[src/rtl/router_pkg.sv]
// Shared types and constants for the router packet transmitter.
package router_pkg;

  localparam int MAX_LEN   = 63;
  localparam int ADDR_W    = 2;
  localparam int LEN_W     = 6;
  localparam int BYTE_W    = 8;
  localparam int BUF_DEPTH = 64;
  localparam int BUF_AW    = 6;

  typedef enum logic [2:0] {
    ST_IDLE,
    ST_LOAD,
    ST_HDR,
    ST_PLD,
    ST_PAR,
    ST_GAP
  } state_e;

  // Header byte: length in the upper bits, destination port in the lower bits.
  function automatic logic [BYTE_W-1:0] hdr_byte(input logic [LEN_W-1:0]  len,
                                                 input logic [ADDR_W-1:0] addr);
    return {len, addr};
  endfunction

endpackage

[src/rtl/router_tx_buf.sv]
// 64x8 payload buffer: one synchronous write port, one asynchronous read port.
module router_tx_buf
  import router_pkg::*;
(
  input  logic              clk,
  input  logic              we,
  input  logic [BUF_AW-1:0] waddr,
  input  logic [BYTE_W-1:0] wdata,
  input  logic [BUF_AW-1:0] raddr,
  output logic [BYTE_W-1:0] rdata
);

  logic [BYTE_W-1:0] mem_q [BUF_DEPTH];

  // Write port; contents are never cleared, stale data is simply overwritten.
  always_ff @(posedge clk) begin
    if (we) mem_q[waddr] <= wdata;
  end

  assign rdata = mem_q[raddr];

endmodule

[src/rtl/router_pkt_tx.sv]
// Packet transmitter: buffers a payload, then sends header, payload and
// parity to the router, honouring its busy stall, followed by an idle gap.
module router_pkt_tx
  import router_pkg::*;
#(
  parameter int GAP_CYCLES = 2
) (
  input  logic              clock,
  input  logic              reset,
  input  logic              req_valid,
  output logic              req_ready,
  input  logic [ADDR_W-1:0] req_addr,
  input  logic [LEN_W-1:0]  req_len,
  input  logic [BYTE_W-1:0] pld_data,
  input  logic              pld_valid,
  output logic              pld_ready,
  input  logic              busy,
  input  logic              err,
  output logic              pkt_valid,
  output logic [BYTE_W-1:0] data_in,
  output logic              req_err,
  output logic              pkt_done,
  output logic [7:0]        err_cnt
);

  localparam int GW = (GAP_CYCLES > 1) ? $clog2(GAP_CYCLES) : 1;
  localparam logic [GW-1:0] GAP_LAST = GW'(GAP_CYCLES - 1);

  state_e            state_q, state_d;
  logic [ADDR_W-1:0] addr_q, addr_d;
  logic [LEN_W-1:0]  len_q, len_d;
  logic [BUF_AW-1:0] idx_q, idx_d;
  logic [BYTE_W-1:0] par_q, par_d;
  logic [BYTE_W-1:0] data_q, data_d;
  logic              vld_q, vld_d;
  logic              req_err_q, req_err_d;
  logic [GW-1:0]     gap_q, gap_d;
  logic              err_seen_q, err_seen_d;
  logic [7:0]        err_cnt_q, err_cnt_d;

  logic              buf_we;
  logic [BUF_AW-1:0] buf_raddr;
  logic [BYTE_W-1:0] buf_rdata;
  logic [LEN_W-1:0]  len_last;

  assign len_last = len_q - LEN_W'(1);

  router_tx_buf u_buf (
    .clk   (clock),
    .we    (buf_we),
    .waddr (idx_q),
    .wdata (pld_data),
    .raddr (buf_raddr),
    .rdata (buf_rdata)
  );

  // Next-state and next-output logic; data_d/vld_d describe what the router
  // sees in the state being entered, so the outputs stay registered.
  always_comb begin
    state_d    = state_q;
    addr_d     = addr_q;
    len_d      = len_q;
    idx_d      = idx_q;
    par_d      = par_q;
    data_d     = data_q;
    vld_d      = vld_q;
    req_err_d  = 1'b0;
    gap_d      = gap_q;
    err_seen_d = err_seen_q;
    err_cnt_d  = err_cnt_q;
    buf_we     = 1'b0;
    buf_raddr  = '0;
    req_ready  = 1'b0;
    pld_ready  = 1'b0;
    pkt_done   = 1'b0;

    case (state_q)
      ST_IDLE: begin
        req_ready = 1'b1;
        data_d    = '0;
        vld_d     = 1'b0;
        if (req_valid) begin
          addr_d = req_addr;
          len_d  = req_len;
          if (req_len == '0 || req_addr == 2'd3) begin
            req_err_d = 1'b1;
          end else begin
            state_d = ST_LOAD;
            idx_d   = '0;
            // Parity starts from the header and folds in payload as it loads.
            par_d   = hdr_byte(req_len, req_addr);
          end
        end
      end

      ST_LOAD: begin
        pld_ready = 1'b1;
        if (pld_valid) begin
          buf_we = 1'b1;
          par_d  = par_q ^ pld_data;
          if (idx_q == len_last) begin
            state_d = ST_HDR;
            data_d  = hdr_byte(len_q, addr_q);
            vld_d   = 1'b1;
          end else begin
            idx_d = idx_q + BUF_AW'(1);
          end
        end
      end

      ST_HDR: begin
        buf_raddr = '0;
        if (!busy) begin
          state_d = ST_PLD;
          idx_d   = '0;
          data_d  = buf_rdata;
          vld_d   = 1'b1;
        end
      end

      ST_PLD: begin
        // Look one byte ahead so the next byte follows with no gap.
        buf_raddr = idx_q + BUF_AW'(1);
        if (!busy) begin
          if (idx_q == len_last) begin
            state_d = ST_PAR;
            data_d  = par_q;
            vld_d   = 1'b0;
          end else begin
            idx_d  = idx_q + BUF_AW'(1);
            data_d = buf_rdata;
          end
        end
      end

      ST_PAR: begin
        if (!busy) begin
          pkt_done   = 1'b1;
          data_d     = '0;
          vld_d      = 1'b0;
          gap_d      = '0;
          err_seen_d = 1'b0;
          state_d    = (GAP_CYCLES == 0) ? ST_IDLE : ST_GAP;
        end
      end

      ST_GAP: begin
        data_d = '0;
        vld_d  = 1'b0;
        // One error count per packet no matter how long err stays high.
        if (err && !err_seen_q) begin
          err_seen_d = 1'b1;
          if (err_cnt_q != 8'hFF) err_cnt_d = err_cnt_q + 8'd1;
        end
        if (gap_q == GAP_LAST) state_d = ST_IDLE;
        else                   gap_d   = gap_q + GW'(1);
      end

      default: begin
        state_d = ST_IDLE;
        data_d  = '0;
        vld_d   = 1'b0;
      end
    endcase
  end

  // State and output registers; reset abandons any packet in flight.
  always_ff @(posedge clock) begin
    if (reset) begin
      state_q    <= ST_IDLE;
      addr_q     <= '0;
      len_q      <= '0;
      idx_q      <= '0;
      par_q      <= '0;
      data_q     <= '0;
      vld_q      <= 1'b0;
      req_err_q  <= 1'b0;
      gap_q      <= '0;
      err_seen_q <= 1'b0;
      err_cnt_q  <= '0;
    end else begin
      state_q    <= state_d;
      addr_q     <= addr_d;
      len_q      <= len_d;
      idx_q      <= idx_d;
      par_q      <= par_d;
      data_q     <= data_d;
      vld_q      <= vld_d;
      req_err_q  <= req_err_d;
      gap_q      <= gap_d;
      err_seen_q <= err_seen_d;
      err_cnt_q  <= err_cnt_d;
    end
  end

  assign pkt_valid = vld_q;
  assign data_in   = data_q;
  assign req_err   = req_err_q;
  assign err_cnt   = err_cnt_q;

endmodule

[config.mk]
export PLATFORM = sky130hd
export DESIGN_NAME = router_pkt_tx
export DESIGN_NICKNAME = d
export VERILOG_FILES = /design/src/rtl/router_pkg.sv /design/src/rtl/router_tx_buf.sv /design/src/rtl/router_pkt_tx.sv
export SDC_FILE = /design/constraint.sdc
export NUM_CORES = 1
export LEC_CHECK = 0
export ABC_AREA = 1
export CORE_MARGIN = 5
export CORE_UTILIZATION = 54
export CTS_CLUSTER_SIZE = 30
export DETAILED_ROUTE_END_ITERATION = 10
export GPL_TIMING_DRIVEN = 1
export PLACE_DENSITY = 0.71
export RECOVER_POWER = 50
export SETUP_SLACK_MARGIN = 0.05
export SYNTH_ARGS = -nofsm -noshare
export SYNTH_HDL_FRONTEND = slang
export SYNTH_SLANG_ARGS = --single-unit
export TNS_END_PERCENT = 20
[constraint.sdc]
create_clock -name clock -period 3.55 [get_ports clock]
set_clock_uncertainty 0.1 [all_clocks]
set_input_delay 1.065 -clock clock [delete_from_list [all_inputs] [get_ports clock]]
set_output_delay 1.065 -clock clock [all_outputs]
set_load 0.05 [all_outputs]
---- Yosys cells after proc, flatten, opt, wreduce, memory -nomap -nowiden ----
Memory sizes are Yosys's and may differ from the RTL's.
Cells that the tools add are included.
operators by class
  add/subtract/negate cells ............... 4
  equality and inequality tests ........... 18
  muxes and demuxes ....................... 49
  bitwise operators ....................... 3
  reductions and logical operators ........ 18
operator list
  kind                                               number
  2-to-1 mux 8 bit                                   9
  2-to-1 mux 6 bit                                   7
  case mux 8 bit (4 select lines)                    1
  2-to-1 mux 3 bit                                   9
  case mux 6 bit (4 select lines)                    1
  != test 2 bit (second input constant)              10
  case mux 3 bit (6 select lines)                    1
  2-to-1 mux 1 bit                                   17
  case mux 8 bit (2 select lines)                    1
  AND reduction 6 bit                                2
  AND reduction 9 bit                                1
  adder 8 x 1 -> 8 bit (second input constant)       1
  != test 8 bit (second input constant)              1
  bitwise XOR 8 bit                                  1
  adder 6 x 1 -> 6 bit (second input constant)       1
  == test 3 x 2 -> 1 bit (second input constant)     2
  == test 3 bit (second input constant)              2
  == test 6 bit                                      1
  zero test 6 bit                                    1
  AND reduction 3 bit                                2
  subtractor 6 x 1 -> 6 bit (second input constant)  1
  AND reduction 5 bit                                1
  case mux 1 bit (2 select lines)                    2
  case mux 1 bit (4 select lines)                    1
  13 further kinds                                   16
word-level totals
  flip-flop bits (word level) ............. 45
  bits in writable memories ............... 512
  bits of input ports ..................... 22
  output and inout bits ................... 21
  memories kept ........................... 1
memories
  memory       depth  width  read ports  clocked after memory_dff  write ports  line                 text
  u_buf.mem_q  64     8      1           0                         1            router_tx_buf.sv:13  logic [BYTE_W-1:0] mem_q [BUF_DEPTH];

---- Longest topological paths before layout ----
Gate-level depths: netlist (run 1).
An unclocked memory read counts as a cell.
  depth in word-level cells ............... 6
  mapped depth ............................ 16
  gate-level depth less buffers ........... 15

---- Cells and area by module ----
From an unflattened synthesis (run 1), not the netlist that was laid out.
second synthesis, totals
  cell total of the unflattened synthesis .. 2204
  area, all modules ....................... 23933.0 um^2
modules (own cells, without submodules)
  module         instances  cells an instance  area each (um^2)
  router_tx_buf  1          1797               21179.1
  router_pkt_tx  1          407                2753.9

---- Worst setup path after synthesis (run 1) ----
OpenSTA, ideal clock, no wires.
  path type ............................... input -> output
  start point ............................. input busy
  end point ............................... output pkt_done
  arrival ................................. 1.747 ns
  required time ........................... 2.385 ns
  slack ................................... 0.638 ns
  stages .................................. 1
  path buffers ............................ 0
  path through ............................ nor2_1
on the way
  word-level cells in the longest chain between the ends .. 2
RTL lines
  item              line                  text
  from (decl)       router_pkt_tx.sv:17   input logic busy,
  2-to-1 mux 1 bit  router_pkt_tx.sv:137  if (!busy) begin
  2-to-1 mux 1 bit  router_pkt_tx.sv:77   case (state_q)
  to (decl)         router_pkt_tx.sv:22   output logic pkt_done,
Every way passes these cells.

---- Final worst setup path (run 1) ----
  start point ............................. input pld_data[5]
  end point ............................... memory u_buf.mem_q[22][5], data pin
RTL lines
  item         line                 text
  from (decl)  router_pkt_tx.sv:14  input logic [BYTE_W-1:0] pld_data,
  to (decl)    router_tx_buf.sv:13
No word-level cell before the write port.

==> flow_summary_export.csv, run 1 <==
group,metric,value,unit
logic_synthesis,synthTopCellsByCount,"572 x nand2_1, 512 x edfxtp_1, 483 x nand3_1",
worst_setup_path,crit_path_cell_trace,"clkbuf_1 > clkbuf_1",
timing,fin_crit,3290,ps
power_and_ir_drop,p_leak,10.2,nW
logic_synthesis,synth_top_area_share,65.2,%
timing,worst_pin_slew,2130,ps
routing,ant_nets,0,
placement,dp_hpwl,42.1,mm
floorplan,die_h,219,um
routing,wire_per_inst,22.8,um
layout,final_nets,2333,
floorplan,fp.dieW,219,um
cts,holdBufCountCts,0,
worst_setup_path,worstPathBufferInverterCount,2,
routing,dr.first_iter.drc_count,2174,
logic_synthesis,syn_area,0.0236,sq mm
routing,drt_pass1_iterations,6,
power_and_ir_drop,peakVddDrop,0.404,mV
timing,setup_tns,0,ps
job,cap_violations,8,
routing,drt-vias-per-instance,5.88,
logic_synthesis,synth_top_area_cell,"edfxtp_1",
cts,cts_setup_buffers,0,
worst_setup_path,crit_path_top_delay_cell,"clkbuf_1",
timing,maxSlewViolCount,213,
worst_setup_path,rrSetupSlack,500,ps
timing,timing.fmax,304,MHz
global_routing,antenna_found_initial,0,
cts,clk_latency,600,ps
routing,vias,17300,
cts,path_clk_slew,70,ps
timing,rsz0062_at_grt,"no",
floorplan,fp-row-count,76,
power_and_ir_drop,power_density,595,mW/mm^2
logic_synthesis,syn_inst,2201,
routing,routed_wl,67.0,mm
cts,cts-root-buf,"clkbuf_16",
global_routing,grt-ovfl-total,0,
logic_synthesis,synth_edf_count,512,
timing,setup_viol,0,
global_routing,grt_pass1_wl,101,mm
floorplan,ios,43,
logic_synthesis,synth.area.top_cells,"edfxtp_1 65%, nand3_1 10%, nand2_1 9.1%",
cts,clkSinkCount,557,
logic_synthesis,ys_async_sr_fraction,0,%
logic_synthesis,ys_seq_area_share,69.0,%
layout,n_antenna_cell,0,
routing,drcViolationCount,0,
timing,hold_ws,378,ps
floorplan,start_util,54.6,%
logic_synthesis,yosys_warnings,0,
global_routing,grt_max_degree,124,
logic_synthesis,ys_seq_elements,557,
worst_setup_path,startpoint_type,"primary input",
layout,layout-drive-gt1-share,9.06,%
cts,cts_tree,"built",
placement,gp_congestion,0.956,
worst_setup_path,cp.arrival,3280,ps
placement,portBuffers,42,
timing,finalHoldViolCount,0,
outcome,status,"finished, violations left",
cts,h-tree-depth,2,
timing,fin_crit_sh,92.8,%
logic_synthesis,ys.flop_type,"edfxtp_1",
timing,worst_slack,256,ps
floorplan,dieArea,0.0480,sq mm
layout,areaGrowthSynthToFinish,14.4,%
global_routing,track_usage,28.0,%
worst_setup_path,max_stage_delay,1570,ps
global_routing,grt_pass1_vias,16600,
worst_setup_path,path_class,"primary input to flop",
timing,max-slew-margin-rel,-42.1,%
outcome,violations,"max-capacitance violations, max-slew violations",
floorplan,fp.coreArea,0.0432,sq mm
logic_synthesis,avgSynthCellArea,10.7,sq um
placement,dp_slack,387,ps
cts,cts_made_buffers,55,
logic_synthesis,post-synth-top-count-cell,"nand2_1",
logic_synthesis,syn-num-nets,2226,
cts,clk_path_buf_depth,3,
worst_setup_path,crit_fanout,35,
worst_setup_path,crit_required,3540,ps
worst_setup_path,cp_top_family,"buffers and inverters",
worst_setup_path,cp_common_cell,"clkbuf_1",
logic_synthesis,synth_cell_types,34,
worst_setup_path,crit_path_end_kind,"flop",
worst_hold_path,holdCritPathClass,"flop to flop",
-- through the flow --
step,cells,cell area (sq um),total power [W],util [%]
floorplan,2201,23600,0.00929,-
global placement,2836,25400,0.0103,58.9
detailed placement,2836,25400,0.0103,58.9
CTS,2937,27200,0.0161,63.0
global route,2937,27000,0.0166,62.5
finish,2937,27000,0.0160,62.5
-- state kept, by name (all words and copies together) (netlist names) --
register     count
u_buf.mem_q    512
err_seen_q       1
err_cnt          8
par_q            8
len_q            6
req_err          1
state_q          3
gap_q            1
addr_q           2
pkt_valid        1
data_in          8
idx_q            6
-- tightest hold or removal path, delay by kind of cell (launching register included) --
kind / cells / cell delay [ps]
simple gates: 1 / 70
flops: 1 / 310
compound gates: 1 / 50
-- path summary, 6_finish.rpt --
check	start	end	cells past startpoint
max	pld_data[5]	u_buf.mem_q[22][5]$_DFFE_PP_	2
max reg2reg	state_q[0]$_SDFFE_PP0P_	u_buf.mem_q[5][4]$_DFFE_PP_	8
min reg2reg	gap_q$_SDFFE_PP0P_	gap_q$_SDFFE_PP0P_	2
min	gap_q$_SDFFE_PP0P_	gap_q$_SDFFE_PP0P_	2
-- cell usage in the layout, fill, tap and decap left out, types with 5 or more instances in the layout --
cell type / n
buf_4: 93
buf_12: 13
clkdlybuf4s50_1: 29
clkbuf_16: 55
nand3_1: 483
edfxtp_1: 512
nand4_1: 12
nor3_1: 17
xor2_1: 9
xnor2_1: 5
nand2_1: 571
a21oi_2: 8
inv_1: 97
a21oi_1: 82
dfxtp_1: 44
nor2_1: 172
bufinv_16: 8
clkinv_1: 14
clkbuf_1: 44
o21ai_0: 32
clkinv_2: 9
-- metal layers --
metal	part of all wire [%]	vias to the layer above	global-route usage, %
li1	-	7857	-
met1	40	8238	39.0
met2	45	1007	43.7
met3	11	166	5.88
met4	4.2	0	11.0
met5	0	-	0
-- power by group --
group | switching, W | leakage (nW) | total [W] | internal, W
Sequential | 0.000126 | 4.97 | 0.00743 | 0.00730
Combinational | 0.00203 | 4.33 | 0.00276 | 0.000727
Clock | 0.00244 | 0.869 | 0.00586 | 0.00342
Total | 0.00460 | 10.2 | 0.0160 | 0.0114
-- what timing repair did --
item	CTS	global route
endpoints found under the hold margin	0	0
setup endpoints to repair	1	1
pin swaps	0	0
gates resized for setup	1	2
-- logic make-up after synthesis --
family / after synthesis / synth area share [%]
AOI/OAI and AO/OA: 129 / 2.91
xor gates and xnor gates: 15 / 0.615
adders and majority gates: 3 / 0.159
buffers and inverters: 225 / 3.99
DFF: 557 / 69.0
and+or+nand+nor: 1272 / 23.3
-- area by class of cell --
| class | instances | area [sq um] |
|---|---|---|
| clock inverter | 35 | 374 |
| multi-input combinational | 1419 | 6380 |
| tap | 585 | 732 |
| clock buffer | 66 | 1420 |
| inverter | 103 | 389 |
| sequential | 557 | 16300 |
| fill | 3451 | 16200 |
| timing repair buffer | 172 | 1410 |
(Power assumes the default switching activity.)
==> run 2: changes to the inputs <==
--- a/config.mk
+++ b/config.mk
@@ -6,9 +6,8 @@
 export NUM_CORES = 1
 export LEC_CHECK = 0
 export ABC_AREA = 1
-export CORE_MARGIN = 5
+export CORE_MARGIN = 4
 export CORE_UTILIZATION = 54
-export CTS_CLUSTER_SIZE = 30
 export DETAILED_ROUTE_END_ITERATION = 10
 export GPL_TIMING_DRIVEN = 1
 export PLACE_DENSITY = 0.71
==> flow_summary_export.csv, run 2 (synthesized netlist as in run 1, its figures left out) <==
group,metric,value,unit
global_routing,track_usage,27.8,%
cts,holdBufCountCts,0,
worst_setup_path,r2r-start,"state_q[0]$_SDFFE_PP0P_",
cts,cts_setup_buffers,0,
worst_setup_path,cp_top_family,"buffers and inverters",
power_and_ir_drop,switching_power,0.00461,W
cts,cts-root-buf,"clkbuf_16",
worst_setup_path,ff2ff_path_depth,7,
routing,routed_wl,65.4,mm
routing,vias,17300,
worst_setup_path,cp_common_cell,"nor2_1",
layout,areaGrowthSynthToFinish,14.6,%
worst_hold_path,hold_path_depth,2,
timing,setup_viol,0,
worst_setup_path,crit_path_end_kind,"output pin",
worst_setup_path,path_class,"flop to output pin",
placement,dp_hpwl,41.1,mm
worst_setup_path,rrSetupSlack,430,ps
layout,n_antenna_cell,0,
worst_setup_path,reg2reg_to,"u_buf.mem_q[30][2]$_DFFE_PP_",
power_and_ir_drop,power_frac_comb,17.2,%
power_and_ir_drop,p_leak,10.2,nW
timing,timing.fmax,295,MHz
routing,ant_nets,0,
worst_setup_path,crit_path_cell_trace,"nor2_1 > inv_1 > nor2_1 > dlygate4sd2_1",
worst_setup_path,startpoint_type,"flop",
layout,layout_common_cells,"571 x nand2_1, 512 x edfxtp_1, 483 x nand3_1",
global_routing,grt-ovfl-total,0,
power_and_ir_drop,p_clk_share,36.6,%
cts,cts_made_buffers,57,
layout,multiInputGateArea,0.00638,sq mm
outcome,violations,"max-capacitance violations, max-slew violations",
global_routing,grt_max_degree,114,
timing,fin_crit_sh,95.4,%
floorplan,die_h,217,um
cts,path_clk_slew,60,ps
layout,final_common_cell,"nand2_1",
layout,layout-drive-gt1-share,9.37,%
layout,final-seq-area,0.0163,sq mm
power_and_ir_drop,peakVddDrop,0.455,mV
global_routing,grt_pass1_vias,16900,
routing,wire_per_inst,22.2,um
cts,clk_latency,620,ps
placement,dp_slack,334,ps
layout,top_register,"u_buf.mem_q",
routing,drcViolationCount,0,
worst_setup_path,max_stage_delay,600,ps
routing,dr.first_iter.drc_count,2431,
cts,clkSinkCount,557,
layout,largest_register_ffs,512,
cts,h-tree-depth,2,
timing,worst_slack,165,ps
worst_setup_path,crit_fanout,8,
timing,rsz0062_at_grt,"no",
power_and_ir_drop,switching_share,28.7,%
worst_hold_path,holdCritPathClass,"flop to flop",
placement,portBuffers,42,
worst_setup_path,cp.arrival,2220,ps
timing,finalHoldViolCount,0,
outcome,status,"finished, violations left",
layout,n_fill_cell,3457,
floorplan,fp.coreArea,0.0432,sq mm
power_and_ir_drop,cell_internal_pwr,0.0115,W
routing,drt-vias-per-instance,5.87,
worst_setup_path,worstPathBufferInverterCount,2,
timing,maxSlewViolCount,274,
global_routing,antenna_found_initial,0,
cts,cts_tree,"built",
placement,gp_congestion,0.930,
worst_hold_path,hold_end,"gap_q$_SDFFE_PP0P_",
timing,worst_pin_slew,2520,ps
timing,max-slew-margin-rel,-68.1,%
layout,final_nets,2336,
cts,clk_path_buf_depth,3,
timing,fin_crit,3380,ps
floorplan,start_util,54.6,%
worst_setup_path,crit_path_top_delay_cell,"dlygate4sd2_1",
worst_setup_path,crit_required,2380,ps
worst_hold_path,min_from,"gap_q$_SDFFE_PP0P_",
routing,drt_pass1_iterations,6,
cts,ctsResizeCount,1,
floorplan,fp-row-count,76,
floorplan,dieArea,0.0471,sq mm
timing,setup_tns,0,ps
power_and_ir_drop,power,0.0161,W
floorplan,ios,43,
global_routing,grt_pass1_wl,101,mm
power_and_ir_drop,power_density,595,mW/mm^2
job,cap_violations,7,
power_and_ir_drop,power_frac_seq,46.2,%
floorplan,fp.dieW,217,um
-- run 2: cell count changes in the layout (fill, tap and decap cells not counted), moves of 2 or more --
cell and delta:
clkinv_2 -2, clkinv_1 +3, bufinv_16 -2, clkbuf_2 +3, buf_4 +4, clkbuf_16 +3
clkbuf_1 -4
-- run 2: power groups by stage --
stage               logic (W)  clock network (W)  registers (W)
global placement      0.00269                  0        0.00755
finish                0.00276            0.00589        0.00743
detailed placement    0.00272                  0        0.00756
CTS                   0.00274            0.00596        0.00742
global route          0.00300            0.00626        0.00744
floorplan             0.00169                  0        0.00760
-- run 2: stage by stage --
stage | area [sq um] | hold WS (ps) | utilization (%) | cells
4_1_cts | 27200 | 377 | 63.0 | 2944
3_3_place_gp | 25400 | 354 | 58.8 | 2837
5_1_grt | 27000 | 405 | 62.6 | 2944
6_report | 27000 | 374 | 62.6 | 2944
2_1_floorplan | 23600 | 332 | - | 2201
3_5_place_dp | 25400 | 367 | 58.8 | 2837
-- run 2: layout make-up --
type,instances,area share (%)
clock buffer,71,5.55
inverter,103,1.44
sequential,557,60.2
clock inverter,36,1.25
multi-input combinational,1419,23.6
tap,585,2.71
timing repair buffer,173,5.23
-- run 2: layer usage --
layer	global-route usage [%]	share of wire [%]	vias to the layer above
met2	42.1	44	991
met3	6.63	11	186
met1	38.8	39	8236
met4	12.7	5.0	0
li1	-	-	7871
met5	0	0	-
-- run 2: how the worst max path moves through the flow --
stage / to / slack [ps] / depth (start not counted) / start
6_report: req_ready / 170 / 4 / state_q[1]$_SDFFE_PP0P_
5_1_grt: req_ready / 70 / 4 / state_q[1]$_SDFFE_PP0P_
4_1_cts: req_ready / 190 / 4 / state_q[1]$_SDFFE_PP0P_
3_5_place_dp: u_buf.mem_q[30][4]$_DFFE_PP_ / 330 / 6 / pld_valid
3_3_place_gp: u_buf.mem_q[30][0]$_DFFE_PP_ / 370 / 6 / pld_valid
2_1_floorplan: pkt_done / 640 / 1 / busy
-- run 2: worst min-delay path: stages (launching register included) --
cell and delay [ps]:
dfxtp_1 310, nand2_1 60, a21oi_1 50
